File: src/rtl/temperature_analyzer.sv
// ---------------------------------------------------------------------------
// temperature_analyzer
//   Classifies body-temperature samples (unsigned degrees C) as low, normal or
//   high. It drives an alarm that needs PERSIST consecutive abnormal samples
//   to raise, and a saturating counter of alarm rising edges.
//
// Ports
//   clk                      system clock, rising edge
//   rst_n                    asynchronous active-low reset
//   sample_valid             temperature is valid this cycle
//   temperature[DATA_W]      unsigned sample
//   clear                    synchronous clear of alarm state and counter
//   too_low                  last valid sample < LOW_LIMIT
//   too_high                 last valid sample > HIGH_LIMIT
//   temperature_abnormality  persistence-filtered alarm
//   alarm_count[CNT_W]       number of alarm rising edges, saturating
// ---------------------------------------------------------------------------
module temperature_analyzer #(
    parameter int DATA_W     = 8,
    parameter int LOW_LIMIT  = 35,
    parameter int HIGH_LIMIT = 39,
    parameter int PERSIST    = 1,
    parameter int CNT_W      = 16
) (
    input  logic              clk,
    input  logic              rst_n,
    input  logic              sample_valid,
    input  logic [DATA_W-1:0] temperature,
    input  logic              clear,
    output logic              too_low,
    output logic              too_high,
    output logic              temperature_abnormality,
    output logic [CNT_W-1:0]  alarm_count
);

    localparam logic [DATA_W-1:0] LOW_L   = DATA_W'(LOW_LIMIT);
    localparam logic [DATA_W-1:0] HIGH_L  = DATA_W'(HIGH_LIMIT);
    localparam logic [7:0]        PERSIST_C = 8'(PERSIST);
    localparam logic [CNT_W-1:0]  CNT_ONE = CNT_W'(1);

    logic       is_low;
    logic       is_high;
    logic [7:0] persist_cnt;
    logic [7:0] persist_next;
    logic       reach;

    assign is_low  = temperature < LOW_L;
    assign is_high = temperature > HIGH_L;

    // The counter saturates at PERSIST, so it can never step past the limit.
    assign persist_next = (persist_cnt == PERSIST_C) ? PERSIST_C : persist_cnt + 8'd1;
    assign reach        = (persist_next == PERSIST_C);

    always_ff @(posedge clk or negedge rst_n) begin
        if (!rst_n) begin
            too_low                 <= 1'b0;
            too_high                <= 1'b0;
            temperature_abnormality <= 1'b0;
            alarm_count             <= '0;
            persist_cnt             <= '0;
        end else if (clear) begin
            // A sample arriving alongside clear is dropped.
            too_low                 <= 1'b0;
            too_high                <= 1'b0;
            temperature_abnormality <= 1'b0;
            alarm_count             <= '0;
            persist_cnt             <= '0;
        end else if (sample_valid) begin
            too_low  <= is_low;
            too_high <= is_high;
            if (is_low || is_high) begin
                persist_cnt <= persist_next;
                if (reach && !temperature_abnormality) begin
                    temperature_abnormality <= 1'b1;
                    if (alarm_count != '1)
                        alarm_count <= alarm_count + CNT_ONE;
                end
            end else begin
                persist_cnt             <= '0;
                temperature_abnormality <= 1'b0;
            end
        end
    end

endmodule

File: config.mk
export PLATFORM = sky130hd
export DESIGN_NAME = temperature_analyzer
export DESIGN_NICKNAME = d
export VERILOG_FILES = /design/src/rtl/temperature_analyzer.sv
export SDC_FILE = /design/constraint.sdc
export NUM_CORES = 1
export LEC_CHECK = 0
export CAP_MARGIN = 10
export CORE_MARGIN = 2
export CORE_UTILIZATION = 40
export DETAILED_ROUTE_END_ITERATION = 16
export SYNTH_ARGS = -nofsm -noshare
export SYNTH_HDL_FRONTEND = slang
export SYNTH_SLANG_ARGS = --single-unit
File: constraint.sdc
create_clock -name clk -period 3.1 [get_ports clk]
set_input_delay 0.62 -clock clk [delete_from_list [all_inputs] [get_ports clk]]
set_output_delay 0.62 -clock clk [all_outputs]
set_load 0.02 [all_outputs]
# --- After elaboration in Yosys (flattened, before gate mapping) ---
# Index checks and enable logic that the tools add are counted.
totals:
  ff_bits: 27
  in_bits: 12
  output_inout_bits: 19
  word_cells: 39
op_classes:
  mux: 17
  magnitude_cmp: 2
  add_sub_neg: 2
  eq_ne: 4
  reduce_logical: 9
ops:
  columns: ["cell", "count"]
  rows:
  - ["$mux 16", 5]
  - ["$mux 8", 4]
  - ["$add 16x1->16 const B", 1]
  - ["$eq 8x1->1 const B", 2]
  - ["$ne 16x16->1 const B", 1]
  - ["$add 8x1->8 const B", 1]
  - ["$gt 8x6->1 const B", 1]
  - ["$lt 8x6->1 const B", 1]
  - ["$mux 1", 8]
  - ["$reduce_bool 2->1", 4]
  - ["$reduce_and 4->1", 1]
  - ["$ne 3x2->1 const B", 1]
  - ["$reduce_and 2->1", 1]
  - ["$logic_and 1x1->1", 1]
  - ["$logic_not 1->1", 1]
  - ["$logic_or 1x1->1", 1]

# --- Longest topological paths before layout ---
depth:
  word_depth: 8
  mapped_depth: 8
  mapped_depth_nobuf: 7

# --- Worst setup path after synthesis ---
# OpenSTA, ideal clock, no wires.
synth_timing:
  path_type: "register to register"
  start: "register persist_cnt[0]"
  end: "register alarm_count[4]"
  required_ns: 3.022
  slack_ns: 0.908
  path_buffers: 1
  t_arrival_ns: 2.114
  synth_period_minus_slack_ns: 2.192
  path_stages_with_launch: 8
  cell_sequence: "dfrtp_1 > ha_1 > or3_4 > a211oi_4 > nand3_2 > buf_6 > or3_1 > a21oi_1"
synth_via:
  elab_chain_len: 6
  elab_cells_between_ends: 7
  cone_classes: "add/sub (1); eq/ne (2); mux (1); reduce/logical (3)"
synth_lines:
  columns: ["element", "line", "rtl"]
  rows:
  - ["from (decl)", "43", "logic [7:0] persist_cnt;"]
  - ["from (signal assigned)", "72", "persist_cnt <= persist_next;"]
  - ["$add 8x1->8 / $eq 8x1->1 (equally long branches)", "51", "assign persist_next = (persist_cnt == PERSIST_C) ? PERSIST_C : persist_cnt + 8'd1;"]
  - ["$mux 8 *", "51", null]
  - ["$eq 8x1->1 *", "52", "assign reach = (persist_next == PERSIST_C);"]
  - ["$logic_and 1x1->1 *", "73", "if (reach && !temperature_abnormality) begin"]
  - ["$reduce_bool 2->1 (no line) *", null, null]
  - ["$reduce_and 4->1 (no line) *", null, null]
  - ["to (signal assigned)", "76", "alarm_count <= alarm_count + CNT_ONE;"]
  - ["to (decl)", "33", "output logic [CNT_W-1:0] alarm_count"]
# Mark *: on every way between the ends. The rest lies on a longest branch, timed or not.
# A chain may end at the register's enable or synchronous reset.

# --- Worst setup path after layout ---
layout_timing:
  start: "register persist_cnt[0]"
  end: "register alarm_count[14]"
# The elaborated chain is that of the path after synthesis.

==> results.json <==
{
  "syn_area_um2": 1570,
  "reg2reg_from": "persist_cnt[0]",
  "synth_top_cell_by_area": "sky130_fd_sc_hd__dfrtp_1",
  "dp_slack_ps": 251,
  "first_pass_iters": 4,
  "crit_chain": "ha_1, or3_4, a211oi_4, nand3_2, nor4_1, mux2_1",
  "finish.utilization": 0.530,
  "synth-edff-count": 0,
  "post_synth_fa_ha_maj_area_fraction": 0.0239,
  "synthCells": 177,
  "mappedNetlistNets": 192,
  "post-synth-top-count-cell": "sky130_fd_sc_hd__dfrtp_1",
  "synth_simple_gate_area_frac": 0.290,
  "post_synth_xor_xnor_area": 0.0223,
  "p_per_area_nw_per_um2": 338,
  "synth.area.mux_share": 0.0135,
  "io-pin-count": 31,
  "initial_core_utilization": 0.423,
  "slowest_cell_on_the_critical_path": "sky130_fd_sc_hd__dfrtp_1",
  "yosys_warnings": 0,
  "setup_violation_total_in_the_final_timing_report": 0,
  "ys_top_cells_by_count": "sky130_fd_sc_hd__dfrtp_1 (27), sky130_fd_sc_hd__nor2_1 (18), sky130_fd_sc_hd__a21oi_1 (13)",
  "antenna_cells_inserted": 0,
  "port-buffer-count": 30,
  "slowest_delay_ps": 480,
  "period_share": 0.851,
  "worstSetupEndpointType": "register",
  "clock_insertion_delay_at_the_later_pin_of_the_skew_report_ps": 260,
  "synth_top_area_share": 0.430,
  "drt.antenna.violating_nets": 0,
  "vias": 1460,
  "slew_violations": 0,
  "cap_viol_max_count": 0,
  "syn_area_per_cell_um2": 8.89,
  "post_cts_hold_buffer_count": 0,
  "drc_errors": 0,
  "dominantRegCellSynth": "sky130_fd_sc_hd__dfrtp_1",
  "synth.distinct_cells": 43,
  "hold_ws_ps": 516,
  "max_clock_freq_ghz": 0.379,
  "worstSetupPathType": "register to register",
  "grt_setup_unrepaired": "false",
  "number_of_nets_at_the_end_of_the_flow": 223,
  "combinational_family_with_the_most_area_after_synthesis": "simple AND/OR/NAND/NOR gates",
  "cts.sinks": 27,
  "crit_end": "alarm_count[14]",
  "cp_max_fo": 15,
  "max-clock-path-buffers": 2,
  "grt_use_total": 0.178,
  "htreeDepth": 1,
  "data_arrival_time_of_the_worst_path_ps": 2790,
  "post-dp-hpwl_um": 2580,
  "critical_path_origin": "persist_cnt[0]",
  "hp-class": "register to register",
  "timing_worst_slew_pin_value_ps": 556,
  "run_status": "finished clean",
  "final_critical_path_setup_slack_ps": 460,
  "critical_path_required_ps": 3250,
  "register_bit_total_from_synthesis": 27,
  "dieArea_um2": 4450,
  "detail_route.wirelength_um": 3540,
  "timing.slew.headroom": 0.628,
  "grt_start_max_net_pins": 28,
  "dieWidth_um": 66.7,
  "drive_gt1_frac": 0.0676,
  "vdd_drop_max_mv": 0.152,
  "clkSlewWorstSetupHoldPaths_ps": 90,
  "totalPowerFinal_mw": 0.666,
  "post_cts_setup_buffer_count": 0,
  "netlist_top_cells_area": "sky130_fd_sc_hd__dfrtp_1 (43%), sky130_fd_sc_hd__nor2_1 (4.3%), sky130_fd_sc_hd__a21oi_1 (4.1%)",
  "skew_ps": 1.20,
  "count_of_cells_resized_by_post_cts_repair": 0,
  "yosysSeqAreaShare": 0.430,
  "design.core.area_um2": 3720,
  "cts_buffers": 3,
  "number_of_antenna_violations_at_the_first_check_in_global_routing": 0,
  "layout-area-overhead-vs-synth_pct": 25.3,
  "detail_route.vias_per_cell": 5.73,
  "hold_path_startpoint": "persist_cnt[7]",
  "core.rowCount": 22,
  "setup_tns_ps": 0,
  "grt-ovfl-total": 0,
  "finalWeightedCongestion": 0.779,
  "hold_viol_final": 0,
  "r2r_end": "alarm_count[14]",
  "grt_first_pass_wirelength_um": 6180,
  "detailedRoute.firstIterationViolations": 50,
  "chipHeight_um": 66.7,
  "timing.reg2reg.setup_slack_ps": 460,
  "cts_root_buffer": "sky130_fd_sc_hd__clkbuf_8",
  "cts_tree": "done",
  "ff2ff_path_depth": 6,
  "grt_pass1_vias": 1369,
  "cellLeakagePower_nw": 0.760,
  "worst_setup_path_start_kind": "register",
  "synth-compound-area-share": 0.185,
  "async_flop_share": 1.00,
  "layout_min_cycle_time_ps": 2640,
  "avgRoutedWirePerCell_um": 13.9
}
-- flip-flops by register name, indices dropped and copies added (netlist names) --
signal,count
alarm_count,16
persist_cnt,8
temperature_abnormality,1
too_high,1
too_low,1
-- per-stage QoR --
stage | instance area, um^2 | std cells
final | 1970 | 255
after global routing | 1970 | 255
after CTS | 1970 | 255
after detailed placement | 1920 | 251
after global placement | 1920 | 251
after floorplan | 1570 | 177
-- layer usage --
metal | vias to the layer above | global-route usage | part of all wire
met3 | 2 | 0.0236 | 0.043
met2 | 32 | 0.291 | 0.44
li1 | 712 | - | -
met1 | 714 | 0.247 | 0.51
met5 | - | 0 | 0
met4 | 0 | 0.0459 | 0.0062
-- report_power, final --
part           switching, mW  total (mW)  internal, mW
combinational         0.0576       0.101        0.0439
sequential            0.0104       0.371         0.360
clock                  0.104       0.194        0.0898
-- placed cells by master, fill, tap and decap left out, types with 4 or more instances in the layout --
master / count
sky130_fd_sc_hd__nor2_1: 18
sky130_fd_sc_hd__a21oi_1: 13
sky130_fd_sc_hd__nand2_1: 12
sky130_fd_sc_hd__nand3_1: 9
sky130_fd_sc_hd__nand4_1: 8
sky130_fd_sc_hd__o21ai_1: 4
sky130_fd_sc_hd__dfrtp_1: 27
sky130_fd_sc_hd__or4_1: 5
sky130_fd_sc_hd__clkdlybuf4s50_1: 30
sky130_fd_sc_hd__o31ai_1: 8
sky130_fd_sc_hd__nor2b_1: 4
sky130_fd_sc_hd__o21ai_0: 12
sky130_fd_sc_hd__or3_1: 7
sky130_fd_sc_hd__buf_4: 4
sky130_fd_sc_hd__inv_1: 5
-- worst max-delay path, delay by kind of cell, from the launching register on --
kind,cells,cell delay [ps]
compound gates,1,300
fa+ha+maj,1,320
flops,1,480
mux,1,350
simple gates,3,1070
-- worst min-delay path by stage --
stage | end | slack [ps] | cells past startpoint
2_1_floorplan | alarm_count[0] | 320 | 0
3_3_place_gp | persist_cnt[7] | 500 | 1
3_5_place_dp | persist_cnt[7] | 500 | 1
4_1_cts | persist_cnt[7] | 520 | 1
5_1_grt | persist_cnt[7] | 560 | 1
6_report | persist_cnt[7] | 520 | 1
-- final cells by class --
cell class                 count  area [um^2]
clock buffer                   3         41.3
timing repair buffer          34          330
inverter                       5         18.8
multi-input combinational    137          840
fill                         357         1750
tap                           48         60.1
sequential                    27          676
clock inverter                 1         5.00
-- kinds of logic after synthesis --
family	count (synthesis)
adders and majority gates	3
and+or+nand+nor	82
AOI/OAI and AO/OA	46
DFF	27
buffers and inverters	13
xor gates and xnor gates	4
muxes	2
Power figures use the tool's default switching activity.
==> edit, RTL diff (same flow settings) <==
The parameter `DATA_W` goes from 8 to 6.
--- a/src/rtl/temperature_analyzer.sv
+++ b/src/rtl/temperature_analyzer.sv
@@ -16,7 +16,7 @@
 //   alarm_count[CNT_W]       number of alarm rising edges, saturating
 // ---------------------------------------------------------------------------
 module temperature_analyzer #(
-    parameter int DATA_W     = 8,
+    parameter int DATA_W     = 6,
     parameter int LOW_LIMIT  = 35,
     parameter int HIGH_LIMIT = 39,
     parameter int PERSIST    = 1,
Ports: changed (resized temperature); port bits go from 31 to 29. The function was not compared with the original's and may differ.
==> edit against the unedited design <==
- synthesized cell count up 3.4%
- total power grew 3.6%
- cell count increased by 0.78%
- area after synthesis rose by 2.1%
- maximum frequency decreased by 5.1%
- sequential share of layout area grew 0.35 points
- wire length is 11% higher
- setup slack got worse by 0.14 ns
- cell area down 1.0%
- sequential cell count did not move
==> edit: results (changes against the unedited design) <==
** Run status
- Status :: finished, final reports clean

** Detailed routing
- The met2 wire length came to 1880 um (+22%).
- Metal1 wirelength :: 1890 um (+3.7%)
- The routed via count was 1503 (+2.9%).
- Detailed-route wire length per cell :: 15.2 um (+9.7%)

** Critical path
- The slowest stage of the critical path belongs to the cell sky130_fd_sc_hd__or4_4.
- The arrival time at the worst endpoint is 2.99 ns (+0.20 ns).
- R2R cell count :: 7 (+1)
- The largest fanout of any net on the critical path came to 30 (+15).

** Synth
- Post-synth net total :: 196 (+2.1%)
- The adder-cell share of the synthesized area is 2.34% (-0.050 points).
- The unique cell type count in the Yosys netlist came to 41 (-4.7%).
- The sequential-to-total area share from yosys stat came to 42.1% (-0.90 points).
- Synth top cells by count :: 27 x sky130_fd_sc_hd__dfrtp_1, 21 x sky130_fd_sc_hd__a21oi_1, 19 x sky130_fd_sc_hd__o21ai_0, 13 x sky130_fd_sc_hd__nor2_1, 11 x sky130_fd_sc_hd__nand3_1
- After synthesis, the cell types taking the most area are sky130_fd_sc_hd__dfrtp_1 42%, sky130_fd_sc_hd__a21oi_1 6.5%, sky130_fd_sc_hd__o21ai_0 5.9%.

** Finish
- The clock-cell share of area came to 2.31% (-0.040 points).
- The layout clock buffer count was 4 (+1).
- The count of fill cells added during filler insertion is 391 (+9.5%).
- The layout buffer count excluding clock buffers is 31 (-8.8%).
- The fraction of layout cells with a size suffix above 1 was 4.35% (-2.4 points).
- Number of multi-input combinational cells :: 140 (+2.2%)
- Share of the final layout cell area in multi-input gates :: 43.4% (+0.76 points)

** Global route
- Global-route wire length before repair :: 6420 um (+3.9%)
- The largest net degree at the start of global routing is 31 (+11%).
- The via count of the first global-routing pass was 1381 (+0.88%).

** Power and ir drop
- The leakage component of the power was 0.775 nW (+1.9%).
- The worst vdd rail ir drop came to 205 uV (+35%).

** Placement
- The count of port buffers added during placement is 28 (-6.7%).
- Global placement routability congestion :: 0.823 (+5.7%)
- Total placed instance area :: 1910 um^2 (-0.98%)

** Timing
- Skew final :: 0.00123 ns (+0.0000280 ns)

** Floorplan
- Total number of tap cells :: 50 (+4.2%)

** Worst hold path
- The worst hold path stage count was 2 (+1).
edit: stage by stage:
step                setup WS, ns  hold WS [ns]  utilization, %  cells
global route               0.266         0.562            49.5    257
global placement          0.0676         0.524            48.3    253
finish                     0.319         0.538            49.5    257
CTS                        0.313         0.545            49.5    257
detailed placement        0.0295         0.531            48.3    253
floorplan                  0.651         0.324               -    183
edit: path summary, 6_finish.rpt:
kind	startpoint	to	slack, ns
setup reg to reg	persist_cnt[0]$_DFFE_PN0P_	alarm_count[13]$_DFFE_PN0P_	0.44
hold reg to reg	too_high$_DFFE_PN0P_	too_high$_DFFE_PN0P_	0.54
setup / recovery	temperature[0]	alarm_count[13]$_DFFE_PN0P_	0.32
max in group asynchronous	rst_n	too_high$_DFFE_PN0P_	2.12
hold / removal	too_high$_DFFE_PN0P_	too_high$_DFFE_PN0P_	0.54
min in group asynchronous	rst_n	alarm_count[9]$_DFFE_PN0P_	0.72
edit: logic make-up (layout without fill, tap and decap cells):
logic type	count (synthesis)	in the layout
compound gates	62	62
xor+xnor	2	2
fa+ha+maj	3	3
buf+inv	16	40
flops	27	27
mux	1	1
simple gates	72	72
edit: power breakdown:
group | internal, W | total (W) | switching (W) | leakage [nW]
clock network | 0.0000922 | 0.000206 | 0.000113 | 0.0228
logic | 0.0000471 | 0.000112 | 0.0000648 | 0.379
registers | 0.000361 | 0.000373 | 0.0000119 | 0.373
total | 0.000500 | 0.000690 | 0.000190 | 0.775
edit: layer usage:
| metal | vias to the layer above | track usage (%) |
|---|---|---|
| met2 | 35 | 30.6 |
| li1 | 726 | - |
| met5 | - | 0 |
| met4 | 0 | 4.59 |
| met3 | 2 | 2.33 |
| met1 | 740 | 25.1 |
